`config.mk`:
```
export PLATFORM = sky130hd
export DESIGN_NAME = fir_uart_bridge
export DESIGN_NICKNAME = d
export VERILOG_FILES = /design/src/rtl/fir_uart_bridge.sv
export SDC_FILE = /design/constraint.sdc
export NUM_CORES = 1
export LEC_CHECK = 0
export CAP_MARGIN = 20
export CELL_PAD_IN_SITES_DETAIL_PLACEMENT = 0
export CELL_PAD_IN_SITES_GLOBAL_PLACEMENT = 2
export CORE_AREA = 3 3 102 104
export CTS_CLUSTER_DIAMETER = 80
export DETAILED_ROUTE_END_ITERATION = 8
export DIE_AREA = 0 0 105 107
export GPL_TIMING_DRIVEN = 1
export PLACE_DENSITY = 0.89
export SYNTH_ARGS = -nofsm -noshare
export SYNTH_HDL_FRONTEND = slang
export SYNTH_SLANG_ARGS = --single-unit
```
`constraint.sdc`:
```
create_clock -name clk -period 4.5 [get_ports clk]
set_input_delay 1.35 -clock clk [delete_from_list [all_inputs] [get_ports clk]]
set_output_delay 1.35 -clock clk [all_outputs]
set_load 0.005 [all_outputs]
```
`src/rtl/fir_uart_bridge.sv`:
```
// Byte-serial bridge: assembles UART bytes into a FIR sample, then streams the FIR result back out MSB byte first.
// Optional inter-byte timeout in COLLECT is compiled in with `define FIR_BRIDGE_TIMEOUT_EN.
module fir_uart_bridge #(
   parameter int IN_BYTES       = 2,
   parameter int OUT_WIDTH      = 38,
   parameter int TIMEOUT_CYCLES = 100000
) (
   input  logic                  clk,
   input  logic                  rst,
   input  logic                  rx_done,
   input  logic [7:0]            rx_data,
   input  logic [OUT_WIDTH-1:0]  fir_data_out,
   input  logic                  output_valid,
   input  logic                  txd_busy,
   output logic                  input_valid,
   output logic [8*IN_BYTES-1:0] fir_data_in,
   output logic                  txd_start,
   output logic [7:0]            tx_data,
   output logic                  overrun,
   output logic                  busy
);

   localparam int IN_W      = 8 * IN_BYTES;
   localparam int OUT_BYTES = (OUT_WIDTH + 7) / 8;
   localparam int EXT_W     = 8 * OUT_BYTES;
   localparam int CNT_W     = $clog2(IN_BYTES + 1);
   localparam int IDX_W     = $clog2(OUT_BYTES + 1);

   if (IN_BYTES < 1 || IN_BYTES > 4 || OUT_WIDTH < 8 || OUT_WIDTH > 64 || TIMEOUT_CYCLES < 1) begin : g_bad_params
      $error("fir_uart_bridge: parameter out of range");
   end

   typedef enum logic [2:0] {
      IDLE, COLLECT, START_FIR, WAIT_FIR, TX_START, TX_HOLD, TX_WAIT
   } state_t;

   state_t             state, state_next;
   logic               rx_d;
   logic [CNT_W-1:0]   byte_cnt;
   logic [IDX_W-1:0]   tx_idx;
   logic [OUT_WIDTH-1:0] out_reg;
   logic [EXT_W-1:0]   out_ext;
   logic               rx_rise;
   logic               collecting;
   logic               last_byte;
   logic               last_idx;
   logic               timed_out;

   assign rx_rise    = rx_done & ~rx_d;
   assign collecting = (state == IDLE) || (state == COLLECT);
   assign last_byte  = (byte_cnt == CNT_W'(IN_BYTES - 1));
   assign last_idx   = (tx_idx == IDX_W'(OUT_BYTES - 1));

`ifdef FIR_BRIDGE_TIMEOUT_EN
   localparam int TMR_W = $clog2(TIMEOUT_CYCLES + 1);
   logic [TMR_W-1:0] timer;

   // Counts idle cycles since the last accepted byte; restarts on every byte.
   always_ff @(posedge clk or posedge rst) begin
      if (rst) begin
         timer <= '0;
      end else if (state != COLLECT || rx_rise) begin
         timer <= '0;
      end else begin
         timer <= timer + TMR_W'(1);
      end
   end

   assign timed_out = (state == COLLECT) && !rx_rise && (timer == TMR_W'(TIMEOUT_CYCLES - 1));
`else
   assign timed_out = 1'b0;
`endif

   // NOTE: state registers use non-blocking assignments so every flop samples pre-edge values.
   always_ff @(posedge clk or posedge rst) begin
      if (rst) begin
         state <= IDLE;
      end else begin
         state <= state_next;
      end
   end

   // NOTE: defaults first, so no path through this block leaves an output unassigned (no latch).
   always_comb begin
      state_next  = state;
      input_valid = 1'b0;
      txd_start   = 1'b0;
      busy        = (state != IDLE);
      case (state)
         IDLE, COLLECT: begin
            if (rx_rise) begin
               state_next = last_byte ? START_FIR : COLLECT;
            end else if (timed_out) begin
               state_next = IDLE;
            end
         end
         START_FIR: begin
            input_valid = 1'b1;
            state_next  = WAIT_FIR;
         end
         WAIT_FIR: begin
            if (output_valid) state_next = TX_START;
         end
         TX_START: begin
            if (!txd_busy) begin
               txd_start  = 1'b1;
               state_next = TX_HOLD;
            end
         end
         TX_HOLD: state_next = TX_WAIT;
         TX_WAIT: begin
            if (!txd_busy) state_next = last_idx ? IDLE : TX_START;
         end
         default: state_next = IDLE;
      endcase
   end

   always_ff @(posedge clk or posedge rst) begin
      if (rst) begin
         rx_d        <= 1'b0;
         byte_cnt    <= '0;
         tx_idx      <= '0;
         fir_data_in <= '0;
         out_reg     <= '0;
         overrun     <= 1'b0;
      end else begin
         rx_d <= rx_done;
         if (collecting && rx_rise) begin
            fir_data_in <= (fir_data_in << 8) | IN_W'(rx_data);
            byte_cnt    <= last_byte ? '0 : byte_cnt + CNT_W'(1);
         end else if (timed_out) begin
            byte_cnt <= '0;
         end
         // A byte arriving outside collection is lost; the flag stays set until reset.
         if (!collecting && rx_rise) overrun <= 1'b1;
         if (state == WAIT_FIR && output_valid) begin
            out_reg <= fir_data_out;
            tx_idx  <= '0;
         end
         if (state == TX_WAIT && !txd_busy) begin
            tx_idx <= last_idx ? '0 : tx_idx + IDX_W'(1);
         end
      end
   end

   // Top byte carries the sign when OUT_WIDTH is not byte aligned.
   always_comb begin
      out_ext                = {EXT_W{out_reg[OUT_WIDTH-1]}};
      out_ext[OUT_WIDTH-1:0] = out_reg;
      tx_data                = 8'h00;
      for (int i = 0; i < OUT_BYTES; i++) begin
         if (tx_idx == IDX_W'(i)) tx_data = out_ext[8*(OUT_BYTES-1-i) +: 8];
      end
   end

endmodule

```
# After elaboration in Yosys (flattened, before gate mapping)
# Index checks and enable logic that the tools add are counted.
# totals
output_inout_bits	28
input_bits	51
reg_bits	64
# op_classes
n_eq_ne	15
muxes	19
addsub	2
n_reduce_logical	13
bitwise	3
# ops
op	n
8-bit 2-to-1 mux	5
3-bit 2-to-1 mux	8
3-bit case mux with 6 select lines	1
16-bit by 8-bit OR with 16-bit output	1
3-bit by 2-bit == test with 1-bit output (second input constant)	4
3-bit == test (second input constant)	4
2-bit inequality test (second input constant)	4
3-bit by 1-bit == test with 1-bit output (second input constant)	2
3-bit zero test	2
1-bit logical AND	4
2-bit 2-to-1 mux	2
4-bit AND reduction	1
3-bit by 1-bit adder with 3-bit output (second input constant)	1
1-bit 2-to-1 mux	3
3-bit nonzero test	1
2-bit by 1-bit adder with 2-bit output (second input constant)	1
2-bit by 1-bit == test with 1-bit output (second input constant)	1
1-bit zero test	2
2-bit nonzero test	1
2-bit OR reduction	1
1-bit bitwise AND	1
1-bit logical OR	1
1-bit NOT	1

# Depth between registers and ports, before layout
# depth
word_depth	6
depth_mapped	7
mapped_depth_nobuf	5

# Worst setup path after synthesis
# Ideal clock, no wire load.
# synth_path
kind	flip-flop to output port
startpoint	reg tx_idx[0]
endpoint	out tx_data[5]
t_arrival_ns	1.596
path_stages_with_launch	8
setup_slack_ns	1.554
path_buffers	2
path_cell_list	dfrtp_1 > ha_1 > ha_1 > buf_2 > or2_0 > clkbuf_1 > a221o_1 > nand3_1
# synth_via
elab_chain_cells	6
elab_cells_between_ends	10
cone_classes	eq/ne: 4; mux: 5; reduce/logical: 1
# synth_rtl
item	line_no	text
from (decl)	40	logic [IDX_W-1:0] tx_idx;
from (signal assigned)	141	tx_idx <= last_idx ? '0 : tx_idx + IDX_W'(1);
3-bit zero test	152	if (tx_idx == IDX_W'(i)) tx_data = out_ext[8*(OUT_BYTES-1-i) +: 8];
8-bit 2-to-1 mux (4 in a row)	152	
8-bit 2-to-1 mux (*)	152	
to (decl)	18	output logic [7:0] tx_data,
# Mark *: on every way between the ends. The rest lies on a longest branch, timed or not.

# Worst setup path in the final report
# layout_path
startpoint	reg tx_idx[0]
endpoint	out tx_data[2]
# The elaborated chain is that of the path after synthesis.

==> results.md <==
- Clk slew on worst S/H paths: 0.06 ns
- Sequential area share after synthesis: 0.5442
- Worst slew margin: 0.3711
- #FFs+latches synth: 64
- Hold Path Origin: out_reg[36]
- Status: finished, final reports clean
- Worst hold path depth: 2
- Comb power frac: 0.391
- Ranking of synthesized cells by area: dfrtp_1, nand2_1, mux2_4
- Synthesized area per cell: 9.875 sq um
- Gpl congestion: 0.7456
- Pwr Density: 652.9 nW/um^2
- Die Area: 11240 sq um
- Vias in the first global route: 2446
- Setup Slack @ Placement: 0.5419 ns
- Post-Synthesis Cells: 298
- Post-synthesis compound-gate area fraction: 0.08121
- Cts hold-fix bufs: 0
- Final Hold Fails: 0
- Ys async rst share: 1.000
- Distinct cells, synth: 39
- Hold EP: out_reg[36]
- Critical path arrival: 2.65 ns
- Fin crit share: 0.8879
- Post-synth EDFFs: 0
- Final setup violating endpoints: 0
- Largest net degree at the start of global routing: 37
- Fraction of layout cells with a size suffix above 1: 0.1034
- FF-to-FF Start: state[1]
- Net switching power: 0.8488 mW
- Starting DRT DRC Count: 100
- Io pins: 79
- Antenna Nets Post-Route: 0
- GR Overflow Total: 0
- Seq. cell area: 1602 sq um
- Simple-gate portion of the synthesized area: 0.2347
- CTS max path bufs: 2
- Clock sink count: 64
- Most frequent cells in the layout: nand2_1, clkdlybuf4s50_1, dfrtp_1
- Crit path max fanout: 9
- Worst Skew: 0.01207 ns
- Seq pwr share: 0.388
- Reg2Reg Setup Slack: 2.48 ns
- Netlist Area Pre-Place: 2943 sq um
- Crit start category: flop
- Internal power: 1.794 mW
- N_diodes: 0
- CTS tree: yes
- Worst Tran Pin Value: 0.9399 ns
- # fillers: 979
- Post-synth top area share: 0.5442
- Slew Viols, Final: 0
- Fin nets: 428
- Die width: 105 um
- H-tree levels: 3
- Largest family of logic cells by synthesized area: simple AND/OR/NAND/NOR gates
- Total number of vias: 2321
- Sw Ratio: 0.3212
- Min-delay worst type: flop to flop
- Leakage power: 1.845 nW
- Xor/xnor share of the synthesized area: 0.002976
- DRC: 0
- Initial Util: 0.3053
- TritonCTS buffer count: 9
- Placeable core area: 9639 sq um
- R2R depth: 4
- PnR worst setup slack: 0.5045 ns
- Footprint of the multi-input gates: 1211 sq um
- Top sig layer: met4
- Antenna violations before repair: 0
- Largest register FFs: 38
- First-pass GRT wire length: 12160 um
- Util after Layout: 0.4199
- Setup TNS Final: 0 ns
- Synth Area in Adders: 0.02126
- HPWL Detailed: 5249 um
- Ys Warns: 0
- Met2 WL: 3231 um
- Commonest non-fill, non-tap cell in the layout: nand2_1
- Min cycle time layout: 3.996 ns
- Syn_nets: 354
- Maxcap violations: 0
- GRT Util Overall: 0.1351
- Unrepaired setup endpoints after global routing: false
- Worst Setup End Kind: output port
- PortBufs: 78
- Clock power frac: 0.221
- Via/cell ratio: 4.551
- Peak VDD IR: 0.3212 mV
- Cell taking the most area after synthesis: dfrtp_1
- Hold slack: 0.4777 ns
- Num rows: 36
- Max Freq: 250.3 MHz
- Worst skew pair latency: 0.34 ns
- WS Path Type: flop to output port
- Die Span Y: 107 um
- Cts repair resizes: 0
- Layout area overhead: 37.54%
- Post-CTS setup buffer count: 0
- Met3 WL: 591 um
- Worst Path Required: 3.15 ns
- Post-route met1 wirelength: 3355 um
- Most common flop cell mapped by yosys: dfrtp_1
- Routed wire length: 7236 um
- Root Driver: clkbuf_8
- Drt pass-1 iters: 4
- Avg WL per Cell: 14.19 um
- Mux share of post-synthesis cell area: 0.07143
- Worst reg2reg path endpoint: out_reg[16]
[cells in the mapped netlist (all sizes together) (3+ instances only)]
cell type  count
nand2        119
dfrtp         64
mux2          16
buf           15
nand3         12
inv            8
nor2b          7
a221oi         6
ha             5
o21ai          5
o311ai         5
a21oi          4
a221o          3
clkbuf         3
nor2           3
nor3           3
[power groups by stage]
stage                     registers [mW]  logic [mW]  clock network (mW)
after floorplan                    0.968       0.614                   0
after global placement              1.02        1.02                   0
final                               1.03        1.03               0.584
after detailed placement            1.04        1.05                   0
after global routing                1.07        1.16               0.624
after CTS                           1.03        1.05               0.603
[metrics by stage]
stage	cell area (sq um)	power, mW	cells
floorplan	2943	1.582	298
finish	4048	2.643	510
CTS	4048	2.684	510
detailed placement	3812	2.081	494
global route	4048	2.852	510
global placement	3812	2.047	494
[cells by family (layout without fill, tap and decap cells)]
logic type,count (synthesis),in the layout
multiplexers,16,16
buffers and inverters,26,105
XOR/XNOR,1,1
adder cells (fa/ha/maj),5,5
AND/OR/NAND/NOR,155,155
flip-flops,64,64
AO/OA/AOI/OAI,31,31
[metal layers]
metal / vias up / track usage
li1: 1142 / -
met1: 1091 / 0.1748
met2: 81 / 0.2049
met3: 7 / 0.05960
met4: 0 / 0.03936
met5: - / 0
[how the worst max path moves through the flow]
stage                  end  cells past startpoint      start
2_1_floorplan  byte_cnt[0]                      1        rst
3_3_place_gp     txd_start                      3   txd_busy
3_5_place_dp     txd_start                      3   txd_busy
4_1_cts         tx_data[0]                      5  tx_idx[0]
5_1_grt         tx_data[1]                      5  tx_idx[0]
6_report        tx_data[2]                      5  tx_idx[0]
[worst max-delay path, cell delays in order (launching register included)]
cell and delay (ns):
dfrtp_1 0.42, ha_1 0.21, ha_1 0.30, or2_0 0.42
o311ai_1 0.40, clkdlybuf4s50_1 0.56
[cell type report]
cell class                 count  share of cell area
sequential                    64              0.3957
clock buffer                  10             0.03153
timing repair buffer          81              0.1985
clock inverter                 6             0.02658
inverter                       8            0.007419
tap                          133             0.04111
multi-input combinational    208              0.2992
No activity file was read; power rests on OpenSTA's default activity.
